--- config.mk ---
export PLATFORM = sky130hd
export DESIGN_NAME = mc_sequencer
export DESIGN_NICKNAME = d
export VERILOG_FILES = /design/src/rtl/mc_sequencer.sv
export SDC_FILE = /design/constraint.sdc
export NUM_CORES = 1
export LEC_CHECK = 0
export CORE_AREA = 5 5 42 44
export DETAILED_ROUTE_END_ITERATION = 10
export DIE_AREA = 0 0 47 49
export DONT_BUFFER_PORTS = 1
export MAX_ROUTING_LAYER = met4
export PLACE_DENSITY_LB_ADDON = 0.12
export SLEW_MARGIN = 40
export SYNTH_ARGS = -nofsm -noshare
export SYNTH_HDL_FRONTEND = slang
export SYNTH_SLANG_ARGS = --single-unit
export TNS_END_PERCENT = 5
--- constraint.sdc ---
create_clock -name clk -period 1.9 [get_ports clk]
set_input_delay 0.285 -clock clk [delete_from_list [all_inputs] [get_ports clk]]
set_output_delay 0.285 -clock clk [all_outputs]
set_load 0.02 [all_outputs]
--- src/rtl/mc_sequencer.sv ---
// mc_sequencer: multicycle control sequencer for a small load/store core.
// Walks IDLE -> FETCH -> DECODE -> EXEC -> MEM -> WB. The opcode is latched
// in DECODE, and every later state decodes from that latched copy.
// Returning from an instruction ("retire") goes to FETCH when run=1 and to
// IDLE otherwise. An in-flight instruction always completes before the
// sequencer stops.
// Optional feature: define MC_SEQ_RETIRE_CNT_EN to add the retire_cnt
// output. It is a CNT_W-bit wrapping count of retired instructions.
module mc_sequencer #(
    parameter int CNT_W = 16
) (
    input  logic             clk,
    input  logic             rst,
    input  logic             run,
    input  logic [2:0]       opcode,
    input  logic             zero,
    input  logic             mem_ack,
    output logic             mem_req,
    output logic             mem_we,
    output logic             iord,
    output logic             ir_write,
    output logic             pc_write,
    output logic             reg_write,
    output logic [1:0]       pc_src,
    output logic [1:0]       reg_dst,
    output logic [1:0]       mem_to_reg,
    output logic [1:0]       alu_op,
    output logic [1:0]       alu_src_b,
    output logic [2:0]       state,
`ifdef MC_SEQ_RETIRE_CNT_EN
    output logic [CNT_W-1:0] retire_cnt,
`endif
    output logic             busy
);

    typedef enum logic [2:0] {
        S_IDLE   = 3'b000,
        S_FETCH  = 3'b001,
        S_DECODE = 3'b010,
        S_EXEC   = 3'b011,
        S_MEM    = 3'b100,
        S_WB     = 3'b101
    } state_t;

    localparam logic [2:0] OP_ADD  = 3'b000;
    localparam logic [2:0] OP_SLI  = 3'b001;
    localparam logic [2:0] OP_J    = 3'b010;
    localparam logic [2:0] OP_JAL  = 3'b011;
    localparam logic [2:0] OP_LW   = 3'b100;
    localparam logic [2:0] OP_SW   = 3'b101;
    localparam logic [2:0] OP_BEQ  = 3'b110;
    localparam logic [2:0] OP_ADDI = 3'b111;

    state_t     state_r;
    state_t     next_state_s;
    state_t     ret_next_s;
    logic [2:0] op_r;
    logic       retire_s;

    // State register. Reset acts at once and does not wait for a clock edge.
    always_ff @(posedge clk or posedge rst) begin
        if (rst) begin
            state_r <= S_IDLE;
        end else begin
            state_r <= next_state_s;
        end
    end

    // Opcode latch. It captures the IR opcode while in DECODE and holds it otherwise.
    always_ff @(posedge clk or posedge rst) begin
        if (rst) begin
            op_r <= 3'b000;
        end else if (state_r == S_DECODE) begin
            op_r <= opcode;
        end else begin
            op_r <= op_r;
        end
    end

    // Destination when an instruction retires. run is sampled in the retiring cycle.
    always_comb begin
        ret_next_s = S_IDLE;
        if (run) begin
            ret_next_s = S_FETCH;
        end else begin
            ret_next_s = S_IDLE;
        end
    end

    // Next-state and control-output decode. Every output defaults to 0.
    always_comb begin
        next_state_s = state_r;
        retire_s     = 1'b0;
        mem_req      = 1'b0;
        mem_we       = 1'b0;
        iord         = 1'b0;
        ir_write     = 1'b0;
        pc_write     = 1'b0;
        reg_write    = 1'b0;
        pc_src       = 2'b00;
        reg_dst      = 2'b00;
        mem_to_reg   = 2'b00;
        alu_op       = 2'b00;
        alu_src_b    = 2'b00;
        case (state_r)
            S_IDLE: begin
                if (run) begin
                    next_state_s = S_FETCH;
                end else begin
                    next_state_s = S_IDLE;
                end
            end
            S_FETCH: begin
                mem_req = 1'b1;
                iord    = 1'b0;
                if (mem_ack) begin
                    ir_write     = 1'b1;
                    pc_write     = 1'b1;
                    pc_src       = 2'b00;
                    next_state_s = S_DECODE;
                end else begin
                    next_state_s = S_FETCH;
                end
            end
            S_DECODE: begin
                // The opcode is not latched yet, so decode from the live IR field.
                alu_src_b = 2'b10;
                case (opcode)
                    OP_J: begin
                        pc_write     = 1'b1;
                        pc_src       = 2'b10;
                        retire_s     = 1'b1;
                        next_state_s = ret_next_s;
                    end
                    OP_JAL: begin
                        pc_write     = 1'b1;
                        pc_src       = 2'b10;
                        reg_write    = 1'b1;
                        reg_dst      = 2'b10;
                        mem_to_reg   = 2'b10;
                        retire_s     = 1'b1;
                        next_state_s = ret_next_s;
                    end
                    default: begin
                        next_state_s = S_EXEC;
                    end
                endcase
            end
            S_EXEC: begin
                case (op_r)
                    OP_ADD: begin
                        alu_op       = 2'b00;
                        alu_src_b    = 2'b00;
                        next_state_s = S_WB;
                    end
                    OP_SLI: begin
                        alu_op       = 2'b10;
                        alu_src_b    = 2'b01;
                        next_state_s = S_WB;
                    end
                    OP_BEQ: begin
                        alu_op       = 2'b01;
                        alu_src_b    = 2'b00;
                        pc_write     = zero;
                        pc_src       = 2'b01;
                        retire_s     = 1'b1;
                        next_state_s = ret_next_s;
                    end
                    OP_LW, OP_SW: begin
                        alu_op       = 2'b11;
                        alu_src_b    = 2'b01;
                        next_state_s = S_MEM;
                    end
                    default: begin
                        // addi. j/jal never reach EXEC.
                        alu_op       = 2'b11;
                        alu_src_b    = 2'b01;
                        next_state_s = S_WB;
                    end
                endcase
            end
            S_MEM: begin
                mem_req = 1'b1;
                iord    = 1'b1;
                if (op_r == OP_SW) begin
                    mem_we = 1'b1;
                end else begin
                    mem_we = 1'b0;
                end
                if (mem_ack) begin
                    if (op_r == OP_SW) begin
                        retire_s     = 1'b1;
                        next_state_s = ret_next_s;
                    end else begin
                        next_state_s = S_WB;
                    end
                end else begin
                    next_state_s = S_MEM;
                end
            end
            S_WB: begin
                reg_write = 1'b1;
                if (op_r == OP_ADD) begin
                    reg_dst = 2'b01;
                end else begin
                    reg_dst = 2'b00;
                end
                if (op_r == OP_LW) begin
                    mem_to_reg = 2'b01;
                end else begin
                    mem_to_reg = 2'b00;
                end
                retire_s     = 1'b1;
                next_state_s = ret_next_s;
            end
            default: begin
                // Codes 110/111 are unreachable. Recover to IDLE on the next edge.
                next_state_s = S_IDLE;
            end
        endcase
    end

    // Status outputs taken directly from the state register.
    always_comb begin
        state = state_r;
        if (state_r != S_IDLE) begin
            busy = 1'b1;
        end else begin
            busy = 1'b0;
        end
    end

`ifdef MC_SEQ_RETIRE_CNT_EN
    logic [CNT_W-1:0] retire_cnt_r;

    // Retire counter. It adds 1 for each completed instruction and wraps naturally.
    always_ff @(posedge clk or posedge rst) begin
        if (rst) begin
            retire_cnt_r <= {CNT_W{1'b0}};
        end else if (retire_s) begin
            retire_cnt_r <= retire_cnt_r + {{(CNT_W-1){1'b0}}, 1'b1};
        end else begin
            retire_cnt_r <= retire_cnt_r;
        end
    end

    assign retire_cnt = retire_cnt_r;
`else
    // Without the counter, CNT_W only feeds this width sanity guard.
    if (CNT_W < 1) begin : g_cnt_w_invalid
    end
`endif

endmodule
Yosys cells after proc, flatten, opt, wreduce, memory -nomap -nowiden --
Index checks and enable logic that the tools add are counted.
Storage, ports and cells: flip-flop bits (word level) 6, input bits 8, output and inout port bits 20
Operators by class: eq/ne operators 11, muxes and demuxes 31, reduce and logical (&&, ||, !) cells 8
Operator list (count):
- $pmux W2 S2 | 4
- $eq A3 B3 Y1 const B | 5
- $mux W1 | 15
- $pmux W3 S5 | 1
- $eq A3 B2 Y1 const B | 4
- $reduce_or A2 Y1 | 5
- $mux W3 | 3
- $mux W2 | 4
- $eq A3 B1 Y1 const B | 2
- $logic_not A3 Y1 | 2
- $pmux W2 S3 | 1
- $pmux W3 S2 | 1
- $pmux W1 S3 | 1
- $reduce_bool A3 Y1 | 1
- $pmux W1 S2 | 1

Longest topological paths before layout --
depth in word-level cells 4, depth in mapped cells 4, gate-level depth less buffers 3

Least setup slack after synthesis --
OpenSTA, ideal clock, no wires.
path type reg2out, start point register state_r[2] (netlist: state[2]), end point output reg_dst[1], data arrival time 1.844 ns, data required time 1.615 ns, slack -0.229 ns, cell stages (with the launch flop) 5, buffers on the path 2, cell sequence dfrtp_1 buf_2 nor4_2 and2_1 buf_4
On the way: cells in the longest elaborated chain, start to end 2
RTL lines:
- from (decl) | line 54 | state_t state_r;
- from (signal assigned) | line 65 | state_r <= next_state_s;
- $eq A3 B3 Y1 or $eq A3 B2 Y1 (tied branches) | line 105 | case (state_r)
- $pmux W2 S2 (*) | line 105
- to (decl) | line 25 | output logic [1:0] reg_dst,
Every way passes the cells marked *; elsewhere a longest branch is shown, timed or not.

Final worst setup path --
start point register state_r[1] (netlist: state[1]), end point output pc_write
On the way: cells in the longest elaborated chain, start to end 2
RTL lines:
- $eq A3 B2 Y1 or $eq A3 B1 Y1 (tied branches) | line 105
- $pmux W1 S3 (*) | line 105
- to (decl) | line 22 | output logic pc_write,
Marked as above.

==> results <==
- The run finished with clean final reports.
- The net count of the mapped netlist is 68.
- The number of buffers between clock root and the deepest sink is 2.
- The count of buffers from port buffering is 0.
- The number of remaining DRC errors is 0.
- The smallest setup slack after layout is 0.0900 ns.
- Dividing the final minimum period by the clock period gives 0.953.
- The total number of vias is 508.
- The remaining global-route overflow is 0.
- The number of max-cap violations is 0.
- Summed over all instances, the cell type with the most area after synthesis is sky130_fd_sc_hd__dfrtp_1.
- Setup repair after global routing left no endpoint under its margin.
- The per-instance average area after synthesis is 8.61 µm².
- At the worst endpoint, the required time is 1.62 ns.
- The total count of max-transition violations in the final report is 0.
- Setup violations remaining at the end of the flow were counted as 0.
- The critical path arrival is 1.53 ns.
- The placed wire-length estimate is 1.05 mm.
- The min-delay analysis places its worst path in the category in2reg.
- VDD sags by at most 0.688 mV.
- The number of clock buffers added by TritonCTS is 3.
- The TritonCTS clock tree is done.
- Power spread over the standard cell area amounts to 1500 nW/µm².
- Among all flip-flop cells after synthesis, the most frequent one is sky130_fd_sc_hd__dfrtp_1.
- STA classifies the critical path startpoint as a flop.
- After synthesis the netlist holds a flip-flop and latch count of 6.
- The biggest fanout along the worst timing path is 7.
- The share of the synthesized area in the top cell type is 0.291.
- The die outline area is 2300 µm².
- The congestion estimate from routability-driven global placement came to 0.724.
- The average wire length per cell after detail routing is 14.5 µm.
- The maximum clock rate is 552 MHz.
- During synthesis, Yosys emitted a total of 0 warnings.
- During I/O placement, the number of pins put on the boundary was 28.
- The number of fill cells in the layout is 144.
- In the final layout, the share of cells above drive strength 1 is 0.373.
- The first global-routing pass estimated 1.93 mm of wire.
- The first-pass detailed-route iteration total is 4.
- The number of global-route vias before repair is 417.
- The most common cell after layout, fill and taps aside is sky130_fd_sc_hd__buf_4.
- The minimum clock period is 1.81 ns.
- The cell leakage power is 0.000314 µW.
- The final hold violation count was 0.
- The worst setup timing slack at the placement stage is 0.278 ns.
- The critical path endpoint category is an output port.
- The clock net sink count is 6.
- Setup total negative slack on the finished layout was measured at 0 ns.
- The relative max-transition margin is 0.746.
- In the layout the commonest cells are 15 x sky130_fd_sc_hd__buf_4, 5 x sky130_fd_sc_hd__inv_1.
- Once detail routing completed, the nets flagged for antenna violations numbered 0.
- The initial antenna violation count was 0.
- The total standard cell area after synthesis is 517 µm².
- The per-cell via count in the routed design is 5.58.
- The total power after layout is 1030 µW.
- For this run, the total global-route usage over all layers was measured as 0.113.
- The clock reaches the later pin of the worst-skew pair after 0.23 ns.
- From left edge to right edge, the die measures 47 µm.
- The core box area is 1400 µm².
- The transition time of the tightest slew-check pin is 0.379 ns.
- The routed wire length is 1.32 mm.
- The area growth from synthesis to layout is 33.2%.
- The post-synthesis sequential area ratio is 0.291.
- The category of the critical setup timing path is reg2out.
- Yosys mapped a number of flops with a built-in enable equal to 0.
- The pin count of the biggest net entering global routing is 12.
- The unique cell type count in the Yosys netlist is 33.
- The final clock skew is 0.00296 ns.
- The number of cell rows is 14.
- The number of antenna diodes in the final layout is 0.
- Ranked by total cell area, the synthesized netlist is headed by sky130_fd_sc_hd__dfrtp_1 29%, sky130_fd_sc_hd__nor4_1 6.1%, sky130_fd_sc_hd__a32o_1 3.9%.
- The count of nets after finishing is 85.
- Counting flops with an async set or reset pin after synthesis yields a share of 1.00.
- For this block, the initial DRC count from the detailed router was 7.
- The floorplan step set the die height to 49 µm.
- The initial utilization of the core area, before any placement, comes to 0.369.
- The buffer cell driving the clock tree root is sky130_fd_sc_hd__clkbuf_4.
- The cell count after synthesis came out at 60.
- The clock transition at the registers of the reported paths is 0.04 ns.
- The H-tree depth is 1.
-- per-layer routing --
| layer | routed length, µm | track usage | part of all wire |
|---|---|---|---|
| met1 | 542 | 0.144 | 0.41 |
| met2 | 626 | 0.158 | 0.47 |
| met3 | 146 | 0.0369 | 0.11 |
| met4 | 5 | 0.0553 | 0.0038 |
| met5 | 0 | - | 0 |
-- worst max-delay path, cell delays in order, from the launching register on --
cell,delay [ns]
sky130_fd_sc_hd__dfrtp_1,0.48
sky130_fd_sc_hd__buf_4,0.21
sky130_fd_sc_hd__nor2_1,0.05
sky130_fd_sc_hd__and3_1,0.20
sky130_fd_sc_hd__a211o_1,0.35
-- kinds of logic after synthesis --
group	after synthesis	synth area share
and+or+nand+nor	25	0.327
AOI/OAI and AO/OA	14	0.201
buffers and inverters	11	0.104
DFF	6	0.291
xor gates and xnor gates	2	0.0339
muxes	2	0.0436
-- state kept, by name, summed over array words and instances, names as in the netlist --
register	count
op_r	3
state	3
-- synthesized netlist by cell type, types with 2 or more instances --
cell and number:
sky130_fd_sc_hd__a21o_1 2, sky130_fd_sc_hd__a32o_1 2, sky130_fd_sc_hd__inv_1 5, sky130_fd_sc_hd__dfrtp_1 6, sky130_fd_sc_hd__xnor2_1 2, sky130_fd_sc_hd__o21ai_0 3, sky130_fd_sc_hd__nor4_1 5, sky130_fd_sc_hd__nor2_1 4
sky130_fd_sc_hd__clkbuf_1 2, sky130_fd_sc_hd__a21oi_1 3, sky130_fd_sc_hd__nand2_1 4
-- area by class of cell --
type	count	area, µm²	area share
sequential	6	153	0.222
multi-input combinational	43	328	0.476
clock buffer	3	22.5	0.0327
inverter	6	22.5	0.0327
tap	16	20.0	0.0291
timing repair buffer	17	143	0.207
-- report_power, final --
group | switching (µW) | internal (µW) | total, µW
Clock | 37.5 | 70.9 | 108
Sequential | 115 | 187 | 302
Combinational | 368 | 255 | 623
-- repair_timing --
item	4_1_cts	5_1_grt
setup buffers	0	1
gates resized for setup	0	2
hold buffers	1	0
endpoints found under the setup margin	0	8
endpoints found under the hold margin	6	0
-- stage by stage --
stage                     instance area, µm²  hold slack (ns)  instances  utilization
after detailed placement                 646           0.0943         86        0.461
after global routing                     688            0.182         91        0.491
after global placement                   646           0.0921         86        0.461
final                                    688            0.191         91        0.491
after CTS                                678            0.181         90        0.484
after floorplan                          532           0.0760         60            -
-- worst paths after layout --
| path | startpoint | to | slack, ns | depth (start not counted) |
|---|---|---|---|---|
| min in group asynchronous | rst | op_r[0] | 0.40 | 2 |
| setup reg to reg | state[2] | state[2] | 0.42 | 5 |
| hold reg to reg | op_r[2] | state[2] | 0.60 | 1 |
| hold / removal | opcode[1] | op_r[1] | 0.19 | 1 |
| setup / recovery | state[1] | pc_write | 0.09 | 4 |
| max in group asynchronous | rst | state[2] | 1.31 | 2 |
No activity file was read; power rests on OpenSTA's default activity.
